$ cat src/rtl/mc_pkg.sv
// mc_pkg: shared state, opcode and datapath-select encodings for the multi-cycle controller
// Also holds the per-state control decode used by mc_main_fsm.
package mc_pkg;
   localparam int WAIT_MAX_DEF = 64;
   localparam int CNT_W_DEF    = 7;
   typedef enum logic [3:0] {
      S_FETCH    = 4'd0,
      S_DECODE   = 4'd1,
      S_MEMADR   = 4'd2,
      S_MEMREAD  = 4'd3,
      S_MEMWB    = 4'd4,
      S_MEMWRITE = 4'd5,
      S_EXECUTER = 4'd6,
      S_EXECUTEI = 4'd7,
      S_ALUWB    = 4'd8,
      S_BRANCH   = 4'd9,
      S_FPUEXEC  = 4'd10,
      S_MULEXEC  = 4'd11,
      S_XWB      = 4'd12
   } state_t;
   localparam logic [1:0] OP_DP  = 2'b00;
   localparam logic [1:0] OP_MEM = 2'b01;
   localparam logic [1:0] OP_BR  = 2'b10;
   localparam logic [1:0] OP_FPU = 2'b11;
   localparam logic [1:0] SRCA_RN     = 2'b00;
   localparam logic [1:0] SRCA_PC     = 2'b01;
   localparam logic [1:0] SRCA_ALUOUT = 2'b10;
   localparam logic [1:0] SRCB_RM     = 2'b00;
   localparam logic [1:0] SRCB_IMM    = 2'b01;
   localparam logic [1:0] SRCB_FOUR   = 2'b10;
   localparam logic [1:0] RES_ALUOUT  = 2'b00;
   localparam logic [1:0] RES_DATA    = 2'b01;
   localparam logic [1:0] RES_ALURES  = 2'b10;
   localparam logic [1:0] RES_X       = 2'b11;
   typedef struct packed {
      logic       ir_write;
      logic       adr_src;
      logic [1:0] alu_src_a;
      logic [1:0] alu_src_b;
      logic [1:0] result_src;
      logic       next_pc;
      logic       reg_w;
      logic       mem_w;
      logic       branch;
      logic       alu_op;
   } ctrl_t;
   function automatic ctrl_t ctrl_of(state_t s);
      ctrl_t c;
      c = '0;
      case (s)
         S_FETCH: begin
            c.ir_write   = 1'b1;
            c.next_pc    = 1'b1;
            c.alu_src_a  = SRCA_PC;
            c.alu_src_b  = SRCB_FOUR;
            c.result_src = RES_ALURES;
         end
         S_DECODE: begin
            c.alu_src_a  = SRCA_PC;
            c.alu_src_b  = SRCB_FOUR;
            c.result_src = RES_ALURES;
         end
         S_MEMADR:   c.alu_src_b = SRCB_IMM;
         S_MEMREAD: begin
            c.adr_src    = 1'b1;
            c.result_src = RES_ALUOUT;
         end
         S_MEMWB: begin
            c.result_src = RES_DATA;
            c.reg_w      = 1'b1;
         end
         S_MEMWRITE: begin
            c.adr_src = 1'b1;
            c.mem_w   = 1'b1;
         end
         S_EXECUTER: begin
            c.alu_src_b = SRCB_RM;
            c.alu_op    = 1'b1;
         end
         S_EXECUTEI: begin
            c.alu_src_b = SRCB_IMM;
            c.alu_op    = 1'b1;
         end
         S_ALUWB: begin
            c.result_src = RES_ALUOUT;
            c.reg_w      = 1'b1;
         end
         S_BRANCH: begin
            c.alu_src_b  = SRCB_IMM;
            c.result_src = RES_ALURES;
            c.branch     = 1'b1;
         end
         S_XWB: begin
            c.result_src = RES_X;
            c.reg_w      = 1'b1;
         end
         default: c = '0;
      endcase
      return c;
   endfunction
endpackage

$ cat src/rtl/mc_main_fsm_if.sv
// mc_main_fsm_if: instruction/handshake inputs and datapath control outputs of the main sequencer
// slave modport: the sequencer (consumes op/funct/is_mul/done, drives controls)
// master modport: the surrounding controller/datapath
interface mc_main_fsm_if;
   logic [1:0] op;
   logic [5:0] funct;
   logic       is_mul;
   logic       fpu_done;
   logic       mul_done;
   logic       ir_write;
   logic       adr_src;
   logic [1:0] alu_src_a;
   logic [1:0] alu_src_b;
   logic [1:0] result_src;
   logic       next_pc;
   logic       reg_w;
   logic       mem_w;
   logic       branch;
   logic       alu_op;
   logic       fpu_start;
   logic       mul_start;
   logic       wait_err;
   logic [3:0] state;
   modport slave (
      input  op, funct, is_mul, fpu_done, mul_done,
      output ir_write, adr_src, alu_src_a, alu_src_b, result_src, next_pc,
             reg_w, mem_w, branch, alu_op, fpu_start, mul_start, wait_err, state
   );
   modport master (
      output op, funct, is_mul, fpu_done, mul_done,
      input  ir_write, adr_src, alu_src_a, alu_src_b, result_src, next_pc,
             reg_w, mem_w, branch, alu_op, fpu_start, mul_start, wait_err, state
   );
endinterface

$ cat src/rtl/mc_wait_timer.sv
// mc_wait_timer: watchdog counter shared by the FPU and multiply wait states
// clk, rst_n (async active-low); i_clr zeroes the count, i_en counts up;
// o_expired is high while the count sits at WAIT_MAX-1.
module mc_wait_timer #(
   parameter int WAIT_MAX = 64,
   parameter int CNT_W    = 7
) (
   input  logic clk,
   input  logic rst_n,
   input  logic i_clr,
   input  logic i_en,
   output logic o_expired
);
   logic [CNT_W-1:0] r_cnt;
   always_ff @(posedge clk or negedge rst_n)
      if (!rst_n) r_cnt <= '0;
      else r_cnt <= i_clr ? '0 : i_en ? r_cnt + 1'b1 : r_cnt;
   assign o_expired = r_cnt == CNT_W'(WAIT_MAX - 1);
endmodule

$ cat src/rtl/mc_main_fsm.sv
// mc_main_fsm: Moore sequencer of the multi-cycle ARM datapath with FPU/MUL wait handshakes
// clk, rst_n (async active-low); bus (mc_main_fsm_if.slave): op, funct, is_mul,
// fpu_done, mul_done in; registered mux selects, strobes, fpu/mul start pulses,
// sticky wait_err and the state code out.
// MC_MUL_EN: when defined, multiplies go through MULEXEC; otherwise is_mul and
// mul_done are ignored, mul_start stays 0 and multiplies run as EXECUTER.
module mc_main_fsm
   import mc_pkg::*;
#(
   parameter int WAIT_MAX = WAIT_MAX_DEF,
   parameter int CNT_W    = CNT_W_DEF
) (
   input  logic          clk,
   input  logic          rst_n,
   mc_main_fsm_if.slave  bus
);
   state_t r_state, w_next;
   ctrl_t  r_ctrl;
   logic   r_primed, r_fpu_start, r_mul_start, r_wait_err;
   logic   w_is_mul, w_waiting, w_expired;
   logic   w_unused_funct;
   assign w_unused_funct = ^bus.funct[4:1];
`ifdef MC_MUL_EN
   assign w_is_mul = bus.is_mul;
`else
   logic w_unused_mul;
   assign w_unused_mul = bus.is_mul ^ bus.mul_done;
   assign w_is_mul     = 1'b0;
`endif
   assign w_waiting = r_state == S_FPUEXEC || r_state == S_MULEXEC;
   // held at zero outside the wait states, so the first wait cycle always reads 0
   mc_wait_timer #(.WAIT_MAX(WAIT_MAX), .CNT_W(CNT_W)) u_timer (
      .clk       (clk),
      .rst_n     (rst_n),
      .i_clr     (!w_waiting),
      .i_en      (w_waiting),
      .o_expired (w_expired)
   );
   always_comb begin
      w_next = S_FETCH;
      case (r_state)
         // reset parks in FETCH with strobes off; the first edge loads FETCH's controls
         S_FETCH:    w_next = r_primed ? S_DECODE : S_FETCH;
         S_DECODE:   w_next = bus.op == OP_MEM ? S_MEMADR :
                              bus.op == OP_BR  ? S_BRANCH :
                              bus.op == OP_FPU ? S_FPUEXEC :
                              bus.funct[5]     ? S_EXECUTEI :
                              w_is_mul         ? S_MULEXEC : S_EXECUTER;
         S_MEMADR:   w_next = bus.funct[0] ? S_MEMREAD : S_MEMWRITE;
         S_MEMREAD:  w_next = S_MEMWB;
         S_EXECUTER: w_next = S_ALUWB;
         S_EXECUTEI: w_next = S_ALUWB;
         // done beats a coincident timeout
         S_FPUEXEC:  w_next = bus.fpu_done ? S_XWB : w_expired ? S_FETCH : S_FPUEXEC;
`ifdef MC_MUL_EN
         S_MULEXEC:  w_next = bus.mul_done ? S_XWB : w_expired ? S_FETCH : S_MULEXEC;
`endif
         default:    w_next = S_FETCH;
      endcase
   end
   always_ff @(posedge clk or negedge rst_n)
      if (!rst_n) begin
         r_state     <= S_FETCH;
         r_ctrl      <= '0;
         r_primed    <= 1'b0;
         r_fpu_start <= 1'b0;
         r_mul_start <= 1'b0;
         r_wait_err  <= 1'b0;
      end else begin
         r_state     <= w_next;
         r_ctrl      <= ctrl_of(w_next);
         r_primed    <= 1'b1;
         r_fpu_start <= w_next == S_FPUEXEC && r_state != S_FPUEXEC;
         r_mul_start <= w_next == S_MULEXEC && r_state != S_MULEXEC;
         r_wait_err  <= r_wait_err | (w_waiting && w_next == S_FETCH);
      end
   assign bus.ir_write   = r_ctrl.ir_write;
   assign bus.adr_src    = r_ctrl.adr_src;
   assign bus.alu_src_a  = r_ctrl.alu_src_a;
   assign bus.alu_src_b  = r_ctrl.alu_src_b;
   assign bus.result_src = r_ctrl.result_src;
   assign bus.next_pc    = r_ctrl.next_pc;
   assign bus.reg_w      = r_ctrl.reg_w;
   assign bus.mem_w      = r_ctrl.mem_w;
   assign bus.branch     = r_ctrl.branch;
   assign bus.alu_op     = r_ctrl.alu_op;
   assign bus.fpu_start  = r_fpu_start;
   assign bus.mul_start  = r_mul_start;
   assign bus.wait_err   = r_wait_err;
   assign bus.state      = r_state;
endmodule
$ cat src/flat_wrapper.sv
// flat-port wrapper written by rule: the top's interface ports become plain ports
module mc_main_fsm_flat import mc_pkg::*;
#(
   parameter int WAIT_MAX = WAIT_MAX_DEF,
   parameter int CNT_W    = CNT_W_DEF
)
  (clk, rst_n, bus_op, bus_funct, bus_is_mul, bus_fpu_done, bus_mul_done, bus_ir_write, bus_adr_src, bus_alu_src_a, bus_alu_src_b, bus_result_src, bus_next_pc, bus_reg_w, bus_mem_w, bus_branch, bus_alu_op, bus_fpu_start, bus_mul_start, bus_wait_err, bus_state);
  mc_main_fsm_if bus_i ();
  input  logic clk;
  input  logic rst_n;
  input wire logic [$bits(bus_i.op)-1:0] bus_op;
  input wire logic [$bits(bus_i.funct)-1:0] bus_funct;
  input wire logic [$bits(bus_i.is_mul)-1:0] bus_is_mul;
  input wire logic [$bits(bus_i.fpu_done)-1:0] bus_fpu_done;
  input wire logic [$bits(bus_i.mul_done)-1:0] bus_mul_done;
  output wire logic [$bits(bus_i.ir_write)-1:0] bus_ir_write;
  output wire logic [$bits(bus_i.adr_src)-1:0] bus_adr_src;
  output wire logic [$bits(bus_i.alu_src_a)-1:0] bus_alu_src_a;
  output wire logic [$bits(bus_i.alu_src_b)-1:0] bus_alu_src_b;
  output wire logic [$bits(bus_i.result_src)-1:0] bus_result_src;
  output wire logic [$bits(bus_i.next_pc)-1:0] bus_next_pc;
  output wire logic [$bits(bus_i.reg_w)-1:0] bus_reg_w;
  output wire logic [$bits(bus_i.mem_w)-1:0] bus_mem_w;
  output wire logic [$bits(bus_i.branch)-1:0] bus_branch;
  output wire logic [$bits(bus_i.alu_op)-1:0] bus_alu_op;
  output wire logic [$bits(bus_i.fpu_start)-1:0] bus_fpu_start;
  output wire logic [$bits(bus_i.mul_start)-1:0] bus_mul_start;
  output wire logic [$bits(bus_i.wait_err)-1:0] bus_wait_err;
  output wire logic [$bits(bus_i.state)-1:0] bus_state;
  assign bus_i.op = bus_op;
  assign bus_i.funct = bus_funct;
  assign bus_i.is_mul = bus_is_mul;
  assign bus_i.fpu_done = bus_fpu_done;
  assign bus_i.mul_done = bus_mul_done;
  assign bus_ir_write = bus_i.ir_write;
  assign bus_adr_src = bus_i.adr_src;
  assign bus_alu_src_a = bus_i.alu_src_a;
  assign bus_alu_src_b = bus_i.alu_src_b;
  assign bus_result_src = bus_i.result_src;
  assign bus_next_pc = bus_i.next_pc;
  assign bus_reg_w = bus_i.reg_w;
  assign bus_mem_w = bus_i.mem_w;
  assign bus_branch = bus_i.branch;
  assign bus_alu_op = bus_i.alu_op;
  assign bus_fpu_start = bus_i.fpu_start;
  assign bus_mul_start = bus_i.mul_start;
  assign bus_wait_err = bus_i.wait_err;
  assign bus_state = bus_i.state;
  mc_main_fsm #(.WAIT_MAX(WAIT_MAX), .CNT_W(CNT_W)) u_core (.clk(clk), .rst_n(rst_n), .bus(bus_i));
endmodule
$ cat config.mk
export PLATFORM = sky130hd
export DESIGN_NAME = mc_main_fsm_flat
export DESIGN_NICKNAME = d
export VERILOG_FILES = /design/src/rtl/mc_pkg.sv /design/src/rtl/mc_main_fsm_if.sv /design/src/rtl/mc_wait_timer.sv /design/src/rtl/mc_main_fsm.sv /design/src/flat_wrapper.sv
export SDC_FILE = /design/constraint.sdc
export NUM_CORES = 1
export LEC_CHECK = 0
export CORE_MARGIN = 10
export CORE_UTILIZATION = 46
export DETAILED_ROUTE_END_ITERATION = 7
export GPL_TIMING_DRIVEN = 0
export PLACE_DENSITY = 0.78
export SLEW_MARGIN = 10
export SYNTH_ARGS = -nofsm -noshare
export SYNTH_HDL_FRONTEND = slang
export SYNTH_HIERARCHICAL = 1
export SYNTH_SLANG_ARGS = --single-unit
export TNS_END_PERCENT = 1
$ cat constraint.sdc
create_clock -name clk -period 2.7 [get_ports clk]
set_input_delay 0.54 -clock clk [delete_from_list [all_inputs] [get_ports clk]]
set_output_delay 0.54 -clock clk [all_outputs]
set_load 0.1 [all_outputs]
==> qor.csv <==
stage,metric,value,unit
floorplanning,initial core utilization,49.4,%
yosys,sequential fraction of the synthesis area,55.6,%
yosys,dominant synthesized flop cell,dfrtp_1,
placement,post-DP HPWL,1830,um
detailed_routing,DRT Pass-1 Iters,4,
detailed_routing,DRC viols,0,
global_route,GRT Total Usage,9.57,%
floorplanning,die extent in y,69.5,um
layout,area grow syn2layout,28.0,%
floorplanning,# rows,17,
yosys,Gate Count Post-Synth,101,
placement,DP Area,1410,sq um
yosys,syn avg cell area,11.1,sq um
worst_setup_path,Max stage delay on crit path,1.21,ns
detailed_routing,vias,846,
detailed_routing,Routed WL,2320,um
cts,CTS resizes,0,
worst_setup_path,crit-path cells,clkdlybuf4s50_1,
sta,Max-Slew Margin vs Limit,30.6,%
sta,Final setup viols,0,
yosys,synth top area cells,"dfrtp_1 56%, nor2_1 3.3%, buf_4 2.7%, nand2_1 2.3%, xor2_1 2.3%",
global_route,first-pass GRT wire length,3980,um
global_route,largest net degree at the start of global routing,26,
cts,hold buffers post-CTS,0,
worst_setup_path,CP arrival,2.06,ns
yosys,synthesis-stage register bit count,25,
detailed_routing,vias per cell,5.32,
detailed_routing,Post-DRT Antenna Nets,0,
cts,TritonCTS Buffers,3,
global_route,total grt overflow,0,
worst_setup_path,Crit-path slowest cell,clkdlybuf4s50_1,
yosys,Synth cell types,38,
worst_setup_path,"Req. time, crit path",2.16,ns
sta,"Slew Viols, Final",0,
sta,Peak Freq,0.385,GHz
sta,setup_tns,0,ns
cts,clk slew on worst S/H paths,0.12,ns
sta,final cycle utilization of the critical path,96.2,%
worst_setup_path,cell family with most CP delay,buffers and inverters,
worst_setup_path,CP Class,reg -> out,
worst_setup_path,Crit Path Max Fanout,9,
outcome,status,finished clean,
yosys,"FFs w/ async S/R, synth",100,%
sta,RSZ-0062 raised after global routing,false,
cts,CTS tree,yes,
yosys,Synth Cell Area,1120,sq um
placement,Final Wtd Congestion,0.824,
floorplanning,num ports,33,
flow_run,max cap viols,0,
cts,htree depth,1,
floorplanning,CORE AREA,2280,sq um
min_path,worst hold-check path type,reg -> reg,
cts,Post-CTS Setup Bufs,0,
cts,clk_lat worst skew,0.31,ns
sta,Final Hold Fails,0,
worst_setup_path,buffer and inverter count on the worst path,1,
worst_setup_path,startpoint types,flip-flop,
yosys,share of the synthesized area in the top cell type,55.6,%
placement,I/O Buffers,25,
yosys,number of synthesized flops with an enable pin,0,
global_route,initial antenna violation count,0,
detailed_routing,wire per inst,14.6,um
layout,# diodes,0,
worst_setup_path,Crit. End Element,primary output,
yosys,YS warnings,6,
cts,root buffer cell,clkbuf_4,
sta,post-route minimum period,2.60,ns
detailed_routing,number of DRC markers in iteration 0,17,
cts,clk buf depth,2,
floorplanning,DIE AREA,4820,sq um
layout,Fill cells,198,
global_route,vias in the first global route,879,
yosys,cell taking the most area after synthesis,dfrtp_1,
layout,final instance area,1440,sq um
sta,Least-Margin Pin Slew,1.04,ns
floorplanning,Die Wd,69.5,um
cts,clk sinks,25,
layout,fraction of layout cells with a size suffix above 1,13.0,%
layout,nets,146,
sta,worst clock skew,0.00688,ns
==> sequential cells by signal, indices dropped and copies added (netlist names) <==
| register | cells |
|---|---|
| u_core/bus.fpu_start | 1 |
| u_core/bus.mem_w | 1 |
| u_core/bus.alu_src_b | 1 |
| u_core/bus.state | 4 |
| u_core/bus.alu_op | 1 |
| u_core/r_primed | 1 |
| u_core/bus.alu_src_a | 1 |
| u_core/bus.adr_src | 1 |
| u_core/bus.wait_err | 1 |
| u_core/bus.branch | 1 |
| u_core/bus.mul_start | 1 |
| u_core/u_timer/r_cnt | 7 |
| u_core/bus.reg_w | 1 |
| u_core/bus.result_src | 2 |
| u_core/bus.next_pc | 1 |
==> per-stage QoR <==
step / hold WS [ns] / cells / setup WS, ns / utilization [%]
2_1_floorplan: 0.244 / 102 / 0.340 / -
3_3_place_gp: 0.466 / 155 / 0.136 / 62.1
3_5_place_dp: 0.466 / 155 / 0.0524 / 62.1
4_1_cts: 0.498 / 159 / 0.0958 / 63.3
5_1_grt: 0.529 / 159 / 0.0125 / 63.3
6_report: 0.497 / 159 / 0.103 / 63.3
==> per-layer routing <==
metal / up-vias / track usage, % / share of wire [%]
li1: 406 / - / -
met1: 398 / 10.6 / 40
met2: 36 / 14.9 / 45
met3: 6 / 4.56 / 12
met4: 0 / 4.88 / 2.3
met5: - / 0 / 0
==> cell type report <==
class,count,area [sq um],area share (%)
Buffer,6,46.3,3.21
Sequential cell,25,626,43.4
Tap cell,28,35.0,2.43
Inverter,4,15.0,1.04
Multi-Input combinational cell,67,442,30.7
Timing Repair Buffer,25,250,17.4
Clock buffer,4,26.3,1.82
==> placed cells by master, fill, tap and decap left out, types with 2 or more instances in the layout <==
cell,instances
nor3_1,3
inv_1,3
clkbuf_4,3
nor2b_1,3
a21oi_1,3
and3_1,2
conb_1,3
xor2_1,3
nand2b_1,3
nand4_1,2
clkdlybuf4s50_1,25
buf_4,4
or3_1,3
o21ai_0,3
o21bai_1,3
nand2_1,7
nor2_1,10
dfrtp_1,25
==> worst reg2reg max path, stage by stage (launching register included) <==
cell and delay [ns]:
dfrtp_1 0.42, ha_1 0.21, nor3b_1 0.28, nor2_1 0.09
a222oi_1 0.85, inv_2 0.15, o31ai_2 0.25
==> cells in the mapped netlist, drive strengths merged, types with 4 or more instances <==
cell type / instances
inv: 4
nor2: 10
nand2: 7
dfrtp: 25
buf: 6
==> kinds of logic (layout without fill, tap and decap cells) <==
family	after synthesis	after routing	share of synthesized area, %
xor gates and xnor gates	4	4	3.12
muxes	1	1	0.890
adders and majority gates	1	1	1.11
other	2	3	0.668
buffers and inverters	10	39	5.45
and+or+nand+nor	41	41	22.2
DFF	25	25	55.6
AOI/OAI and AO/OA	17	17	10.9
==> worst paths after layout <==
| check | startpoint | slack, ns | cells past startpoint | to |
|---|---|---|---|---|
| setup reg to reg | u_core/u_timer/r_cnt[1] | 0.36 | 6 | u_core/bus.result_src[1] |
| setup / recovery | u_core/bus.state[0] | 0.10 | 1 | bus_state[0] |
| hold reg to reg | u_core/bus.wait_err | 0.50 | 1 | u_core/bus.wait_err |
| max in group asynchronous | rst_n | 1.29 | 1 | u_core/bus.state[0] |
| hold / removal | u_core/bus.wait_err | 0.50 | 1 | u_core/bus.wait_err |
| min in group asynchronous | rst_n | 0.78 | 1 | u_core/u_timer/r_cnt[0] |
Power is left out: the tool's default activity adds up to more than one toggle a clock period on the data nets, which glitch-free logic cannot reach.
